## src/rtl/tcm_mem_arb.sv

```systemverilog
// tcm_mem_arb: arbitrates one CPU data port and NUM_EXT external requester
// channels onto a single-port 64-bit TCM. One grant per cycle, decided
// combinationally and driven straight onto the memory port. The response
// (ack/error/read data) follows exactly one cycle later.
//
// Ports
//   clk_i, rst_i              clock, asynchronous active-low reset
//   cpu_*_i / cpu_accept_o    CPU request (rd, byte strobes, addr, data, tag)
//   cpu_ack_o .. resp_tag_o   CPU response, one cycle after accept
//   ext_*_i / ext_accept_o    per-channel external requests, channel k in slice k
//   ext_ack_o / ext_error_o   per-channel response flags
//   ext_data_rd_o             shared read data for the acked channel
//   mem_*_o / mem_data_i      single-port memory, read data one cycle after en
//
// Address map: [0, ROM) is write-protected, [ROM, ROM+RAM) is writable,
// anything above is out of range (no memory access, error response).
module tcm_mem_arb #(
    parameter int  NUM_EXT      = 2,
    parameter int  TCM_ROM_SIZE = 16384,
    parameter int  TCM_RAM_SIZE = 49152,
    parameter int  STARVE_MAX   = 4,
    parameter int  TAG_W        = 11,
    localparam int MEM_AW       = $clog2((TCM_ROM_SIZE + TCM_RAM_SIZE) / 8)
) (
    input  logic                   clk_i,
    input  logic                   rst_i,

    input  logic                   cpu_rd_i,
    input  logic [3:0]             cpu_wr_i,
    input  logic [31:0]            cpu_addr_i,
    input  logic [31:0]            cpu_data_wr_i,
    input  logic [TAG_W-1:0]       cpu_tag_i,
    output logic                   cpu_accept_o,
    output logic                   cpu_ack_o,
    output logic                   cpu_error_o,
    output logic [31:0]            cpu_data_rd_o,
    output logic [TAG_W-1:0]       cpu_resp_tag_o,

    input  logic [NUM_EXT-1:0]     ext_rd_i,
    input  logic [4*NUM_EXT-1:0]   ext_wr_i,
    input  logic [32*NUM_EXT-1:0]  ext_addr_i,
    input  logic [32*NUM_EXT-1:0]  ext_data_wr_i,
    output logic [NUM_EXT-1:0]     ext_accept_o,
    output logic [NUM_EXT-1:0]     ext_ack_o,
    output logic [NUM_EXT-1:0]     ext_error_o,
    output logic [31:0]            ext_data_rd_o,

    output logic                   mem_en_o,
    output logic [7:0]             mem_wr_o,
    output logic [MEM_AW-1:0]      mem_addr_o,
    output logic [63:0]            mem_data_o,
    input  logic [63:0]            mem_data_i
);

    localparam int          RR_W     = (NUM_EXT > 1) ? $clog2(NUM_EXT) : 1;
    localparam int          ST_W     = (STARVE_MAX > 0) ? $clog2(STARVE_MAX + 1) : 1;
    localparam logic [ST_W-1:0] ST_MAX_V = ST_W'(STARVE_MAX);
    localparam logic [31:0] ROM_END  = 32'(TCM_ROM_SIZE);
    localparam logic [31:0] TCM_END  = 32'(TCM_ROM_SIZE + TCM_RAM_SIZE);

    logic [RR_W-1:0]    rr_q;
    logic [ST_W-1:0]    starve_q;

    logic               cpu_req;
    logic [NUM_EXT-1:0] ext_req;
    logic               ext_any;
    logic [RR_W-1:0]    ext_win;
    logic [RR_W-1:0]    cand;
    logic               ext_hit;
    logic               force_ext;
    logic               grant_cpu;
    logic               grant_ext;
    logic               grant;

    logic [3:0]         sel_wr;
    logic [31:0]        sel_addr;
    logic [31:0]        sel_data;
    logic               in_range;
    logic               rom_wr;

    logic               rsp_cpu_q;
    logic [NUM_EXT-1:0] rsp_ext_q;
    logic               rsp_err_q;
    logic               rsp_hi_q;
    logic               rsp_oob_q;
    logic [TAG_W-1:0]   rsp_tag_q;
    logic [31:0]        rd_word;

    // ---------------------------------------------------------------
    // Request detection and round-robin scan starting at rr_q
    // ---------------------------------------------------------------
    assign cpu_req = cpu_rd_i | (|cpu_wr_i);

    always_comb begin
        ext_req = '0;
        for (int k = 0; k < NUM_EXT; k++)
            ext_req[k] = ext_rd_i[k] | (|ext_wr_i[4*k +: 4]);
    end

    assign ext_any = |ext_req;

    always_comb begin
        ext_win = '0;
        ext_hit = 1'b0;
        cand    = '0;
        for (int i = 0; i < NUM_EXT; i++) begin
            cand = RR_W'((int'(rr_q) + i) % NUM_EXT);
            if (!ext_hit && ext_req[cand]) begin
                ext_win = cand;
                ext_hit = 1'b1;
            end
        end
    end

    // A waiting channel that has watched the CPU win STARVE_MAX cycles in a
    // row takes the port this cycle regardless of the CPU.
    assign force_ext = (STARVE_MAX != 0) && (starve_q == ST_MAX_V) && ext_any;
    assign grant_cpu = cpu_req && !force_ext;
    assign grant_ext = ext_any && !grant_cpu;
    assign grant     = grant_cpu | grant_ext;

    assign cpu_accept_o = grant_cpu;
    assign ext_accept_o = grant_ext ? (NUM_EXT'(1) << ext_win) : '0;

    // ---------------------------------------------------------------
    // Winner's fields onto the memory port
    // ---------------------------------------------------------------
    always_comb begin
        sel_wr   = cpu_wr_i;
        sel_addr = cpu_addr_i;
        sel_data = cpu_data_wr_i;
        if (!grant_cpu) begin
            sel_wr   = ext_wr_i[4*ext_win +: 4];
            sel_addr = ext_addr_i[32*ext_win +: 32];
            sel_data = ext_data_wr_i[32*ext_win +: 32];
        end
    end

    assign in_range = sel_addr < TCM_END;
    assign rom_wr   = (|sel_wr) && (sel_addr < ROM_END);

    // ROM writes still enable the memory (a harmless read) but never write.
    assign mem_en_o   = grant && in_range;
    assign mem_wr_o   = (mem_en_o && !rom_wr) ?
                        (sel_addr[2] ? {sel_wr, 4'b0000} : {4'b0000, sel_wr}) : 8'h00;
    assign mem_addr_o = mem_en_o ? sel_addr[MEM_AW+2:3] : '0;
    assign mem_data_o = {sel_data, sel_data};

    // ---------------------------------------------------------------
    // State: round-robin pointer, starvation counter, response stage
    // ---------------------------------------------------------------
    always_ff @(posedge clk_i or negedge rst_i) begin
        if (!rst_i) begin
            rr_q      <= '0;
            starve_q  <= '0;
            rsp_cpu_q <= 1'b0;
            rsp_ext_q <= '0;
            rsp_err_q <= 1'b0;
            rsp_hi_q  <= 1'b0;
            rsp_oob_q <= 1'b0;
            rsp_tag_q <= '0;
        end else begin
            rsp_cpu_q <= grant_cpu;
            rsp_ext_q <= ext_accept_o;
            rsp_err_q <= grant && (!in_range || rom_wr);
            rsp_hi_q  <= sel_addr[2];
            rsp_oob_q <= !in_range;
            if (grant_cpu)
                rsp_tag_q <= cpu_tag_i;

            if (grant_ext)
                rr_q <= RR_W'((int'(ext_win) + 1) % NUM_EXT);

            if (grant_ext || !ext_any)
                starve_q <= '0;
            else if (grant_cpu && starve_q != ST_MAX_V)
                starve_q <= starve_q + 1'b1;
        end
    end

    // ---------------------------------------------------------------
    // Response outputs; out-of-range accesses return zero data
    // ---------------------------------------------------------------
    assign rd_word = rsp_hi_q ? mem_data_i[63:32] : mem_data_i[31:0];

    assign cpu_ack_o      = rsp_cpu_q;
    assign cpu_error_o    = rsp_cpu_q & rsp_err_q;
    assign cpu_data_rd_o  = (rsp_cpu_q && !rsp_oob_q) ? rd_word : 32'h0;
    assign cpu_resp_tag_o = rsp_tag_q;

    assign ext_ack_o      = rsp_ext_q;
    assign ext_error_o    = rsp_ext_q & {NUM_EXT{rsp_err_q}};
    assign ext_data_rd_o  = ((|rsp_ext_q) && !rsp_oob_q) ? rd_word : 32'h0;

endmodule

```

## config.mk

```make
export PLATFORM = sky130hd
export DESIGN_NAME = tcm_mem_arb
export DESIGN_NICKNAME = d
export VERILOG_FILES = /design/src/rtl/tcm_mem_arb.sv
export SDC_FILE = /design/constraint.sdc
export NUM_CORES = 1
export LEC_CHECK = 0
export ABC_AREA = 1
export CAP_MARGIN = 20
export CORE_AREA = 2 2 176 178
export CTS_BUF_LIST = sky130_fd_sc_hd__clkbuf_16
export DETAILED_ROUTE_END_ITERATION = 8
export DIE_AREA = 0 0 178 180
export SYNTH_ARGS = -nofsm -noshare
export SYNTH_HDL_FRONTEND = slang
export SYNTH_SLANG_ARGS = --single-unit
```

## constraint.sdc

```tcl
create_clock -name clk_i -period 2.8 [get_ports clk_i]
set_clock_uncertainty 0.1 [all_clocks]
set_input_delay 0.42 -clock clk_i [delete_from_list [all_inputs] [get_ports clk_i]]
set_output_delay 0.42 -clock clk_i [all_outputs]
set_load 0.01 [all_outputs]
```

==> results_tabular.tex <==
\begin{tabular}{lr}
\hline
Metric & Value \\
\hline
\multicolumn{2}{l}{\textbf{Status}} \\
\quad Outcome & finished clean \\
\multicolumn{2}{l}{\textbf{GRT}} \\
\quad Number of global-route vias before repair & roughly 5500 \\
\quad Initial antenna violation count & 1 \\
\quad Met1 Usage GRT & a little under an eighth \\
\quad Largest net degree at the start of global routing & 33 \\
\quad GR Util met3 & 2.26\% \\
\quad Overflow left after global routing & 0 \\
\quad Total global-route track usage & around an eighth \\
\quad Peak-usage layer in the global routing report & met2 \\
\quad First-pass GRT wire length & slightly below 30000 µm \\
\quad GR met2 Demand/Resource & $\sim$24\% \\
\multicolumn{2}{l}{\textbf{Yosys}} \\
\quad Most frequently used cell type in the post-synthesis netlist & sky130\_fd\_sc\_hd\_\_nand2\_1 \\
\quad Cell area after technology mapping & approximately 3300 µm² \\
\quad Number of flip-flops and latches in the synthesized netlist & 21 \\
\quad Commonest cells in the synthesized netlist & sky130\_fd\_sc\_hd\_\_nand2\_1 (166), sky130\_fd\_sc\_hd\_\_nor2\_1 (135), sky130\_fd\_sc\_hd\_\_buf\_4 (33) \\
\quad Number of distinct standard cells referenced by the synthesized netlist & 32 \\
\quad Top cell type's share of synthesized area & around a fifth \\
\quad Most used flip-flop cell after synthesis & sky130\_fd\_sc\_hd\_\_dfrtp\_1 \\
\quad Number of nets produced by synthesis & $\sim$850 \\
\quad Leading post-synthesis cells by cell area & sky130\_fd\_sc\_hd\_\_nand2\_1 (19\%), sky130\_fd\_sc\_hd\_\_dfrtp\_1 (16\%), sky130\_fd\_sc\_hd\_\_nor2\_1 (16\%) \\
\quad Library cell occupying the most area in the post-synthesis netlist & sky130\_fd\_sc\_hd\_\_nand2\_1 \\
\quad Warning count from the yosys run & 0 \\
\quad Number of enable-type register cells in the synthesized netlist & 0 \\
\quad Average cell area after synthesis & between 5 and 6 µm² \\
\quad Share of flip-flops with an asynchronous set or reset after synthesis & 100\% \\
\quad Gate count of the mapped netlist & 560 \\
\quad Part of the Yosys area used for sequential elements & 16.1\% \\
\multicolumn{2}{l}{\textbf{Timing}} \\
\quad Post-route fraction of the period consumed by the critical path & 98.5\% \\
\quad Final setup violation count & 0 \\
\quad Final-layout worst hold slack & around 0.38 ns \\
\quad Number of hold violations in the final report & 0 \\
\quad Accumulated negative setup slack & 0 ns \\
\quad Maximum operating frequency & about 360 MHz \\
\quad Worst-margin pin slew & roughly 0.32 ns \\
\quad Unrepaired setup endpoints after global routing & true \\
\quad Max\_slew headroom & approximately 80\% \\
\quad Min Clock Period, post-route & roughly 2.8 ns \\
\quad Number of max-slew violations in the final report & 0 \\
\multicolumn{2}{l}{\textbf{Die}} \\
\quad Die extent in x & around 180 µm \\
\quad Floorplan core area & about 30000 µm² \\
\quad Ports placed on the boundary & around 450 \\
\quad Floorplan row count & 64 \\
\quad Die area & between 30000 and 40000 µm² \\
\quad Die extent in y & 180 µm \\
\quad Starting density of the core & between 10\% and 20\% \\
\multicolumn{2}{l}{\textbf{Detailed routing}} \\
\quad Post-route DRC & 0 \\
\quad Drt initial violations & 172 \\
\quad Total Wirelength & 20700 µm \\
\quad Vias per cell & around 3.8 \\
\quad Overall via count from detail\_route & approximately 5300 \\
\quad Length of the first detailed-routing pass in iterations & 5 \\
\quad Remaining antenna violation count & 0 \\
\quad WL/cell & between 10 and 15 µm \\
\multicolumn{2}{l}{\textbf{Critical path}} \\
\quad Cells along the critical path & inv\_1, ha\_1, nand2\_1, inv\_2, nand2\_4, nand2\_8, buf\_4, buf\_6, buf\_12, nor2\_1, a31oi\_1, dlygate4sd2\_1 \\
\quad Crit path required time & 2.28 ns \\
\quad Crit. End Element & primary output \\
\quad Cell type of the slowest stage on the worst timing path & sky130\_fd\_sc\_hd\_\_dfrtp\_1 \\
\quad Worst R2R Path Depth & 15 \\
\quad Peak fanout along the critical path & 21 \\
\quad Kind of start point of the critical path & register \\
\quad Category of the most critical setup path & register to primary output \\
\quad Delay of the slowest critical-path stage & approximately 0.41 ns \\
\quad Crit path DAT & 2.24 ns \\
\multicolumn{2}{l}{\textbf{Power}} \\
\quad Largest vdd supply drop & 0.240 mV \\
\quad Reported leakage power & about 3.6 nW \\
\quad Power per cell area & roughly 570 nW/µm² \\
\multicolumn{2}{l}{\textbf{Clock tree}} \\
\quad Cts-stage hold buffer count & 0 \\
\quad Clock-pin slew on the worst setup and hold paths & about 0.06 ns \\
\quad Clk sinks & 21 \\
\quad CTS H-Tree Depth & 1 \\
\quad Number of buffers added by the clock tree synthesis step & 3 \\
\quad Worst-case clock buffer depth & 2 \\
\quad Cell at the root of the clock tree & sky130\_fd\_sc\_hd\_\_clkbuf\_16 \\
\quad Clk\_lat worst skew & about 0.26 ns \\
\quad TritonCTS clock tree & done \\
\multicolumn{2}{l}{\textbf{Finish}} \\
\quad Number of filler instances in the final layout & roughly 3300 \\
\quad Fraction of final layout cells with drive strength greater than 1 & approximately 17\% \\
\quad Diodes inserted & 0 \\
\quad Area growth syn-to-layout & 157\% \\
\quad Layout net count & between 1000 and 1500 \\
\multicolumn{2}{l}{\textbf{Hold path}} \\
\quad HP Class & register to register \\
\quad Min-Delay Path Depth & 2 \\
\multicolumn{2}{l}{\textbf{Placed design}} \\
\quad Port buffer count & around 450 \\
\quad Placer's final routability congestion estimate & 0.828 \\
\quad Placed wire-length estimate & between 15000 and 20000 µm \\
\multicolumn{2}{l}{\textbf{Job}} \\
\quad Max-cap check violation count & 0 \\
\hline
\end{tabular}
layout make-up:
type	count	area (µm²)	area share, %
timing repair buffer	505	4830	57.6
multi-input combinational	452	2370	28.2
sequential	21	527	6.28
tap	396	495	5.91
inverter	22	87.6	1.04
clock buffer	3	75.1	0.895
clock inverter	1	3.75	0.0448
path summary, 6_finish.rpt:
kind                                   start           endpoint  slack [ns]
setup / recovery                 starve_q[0]     mem_data_o[46]        0.04
hold / removal             cpu_resp_tag_o[6]  cpu_resp_tag_o[6]        0.38
setup reg to reg                 starve_q[0]          rsp_err_q        0.54
hold reg to reg            cpu_resp_tag_o[6]  cpu_resp_tag_o[6]        0.38
max in group asynchronous              rst_i           rsp_hi_q        1.91
min in group asynchronous              rst_i  cpu_resp_tag_o[9]        0.42
per-stage QoR:
step                      utilization [%]  setup slack [ns]  power [mW]  instances  area [µm²]
after floorplan                         -             0.406        2.45        560        3260
after global placement               27.2            -0.494        4.51       1380        8230
after detailed placement             27.2            -0.475        4.52       1380        8230
after CTS                            27.8           0.00321        4.80       1394        8390
after global routing                 27.8           -0.0666        5.20       1400        8380
final                                27.8            0.0425        4.80       1400        8380
cell families (layout without fill, tap and decap cells):
logic type	after synthesis	count (layout)	share of synthesized area [%]
flops	21	21	16.1
buf+inv	87	531	15.2
compound gates	51	51	9.93
simple gates	366	366	47.9
fa+ha+maj	2	2	0.767
xor+xnor	1	1	0.268
mux	32	32	9.82
cells in the final DEF, fill, tap and decap left out, types with 8 or more instances in the layout:
cell type and count:
sky130_fd_sc_hd__clkdlybuf4s50_1 344, sky130_fd_sc_hd__nand2_1 156, sky130_fd_sc_hd__nor2_1 130, sky130_fd_sc_hd__dlygate4sd2_1 52, sky130_fd_sc_hd__buf_4 43, sky130_fd_sc_hd__clkbuf_2 34
sky130_fd_sc_hd__mux2i_1 32, sky130_fd_sc_hd__a31oi_1 26, sky130_fd_sc_hd__nor2_2 24, sky130_fd_sc_hd__nand3_1 20, sky130_fd_sc_hd__dfrtp_1 20, sky130_fd_sc_hd__inv_1 16
sky130_fd_sc_hd__nand2_2 13, sky130_fd_sc_hd__clkdlybuf4s15_1 11, sky130_fd_sc_hd__o21ai_0 10, sky130_fd_sc_hd__buf_6 8
metal layers:
metal / part of all wire (%) / up-vias
met5: 0 / -
met4: 2.0 / 0
met3: 9.3 / 27
met2: 54 / 300
met1: 35 / 2376
li1: - / 2644
state kept, by name, indices dropped and copies added (netlist names):
name / flops
rsp_hi_q: 1
ext_ack_o: 2
cpu_ack_o: 1
cpu_resp_tag_o: 11
rr_q: 1
rsp_err_q: 1
rsp_oob_q: 1
starve_q: 3
report_power, final:
| group | switching [mW] | leakage (nW) | internal (mW) | total [mW] |
|---|---|---|---|---|
| Sequential | 0.0689 | 0.245 | 0.413 | 0.481 |
| Clock | 0.128 | 0.0423 | 0.191 | 0.319 |
| Combinational | 2.04 | 3.33 | 1.95 | 4.00 |
| Total | 2.24 | 3.62 | 2.56 | 4.80 |
timing repair:
item,4_1_cts,5_1_grt
gates resized for setup,147,94
gates cloned,1,1
setup buffers,9,5
setup endpoints to repair,88,39
pin swaps,23,21
critical path: cells and delay by family (launching register included):
family                   cells  cell delay (ns)
AO/OA/AOI/OAI                1             0.23
adder cells (fa/ha/maj)      1             0.14
buffers and inverters        6             0.89
flip-flops                   1             0.41
AND/OR/NAND/NOR              4             0.30
No activity file was read; power rests on OpenSTA's default activity.
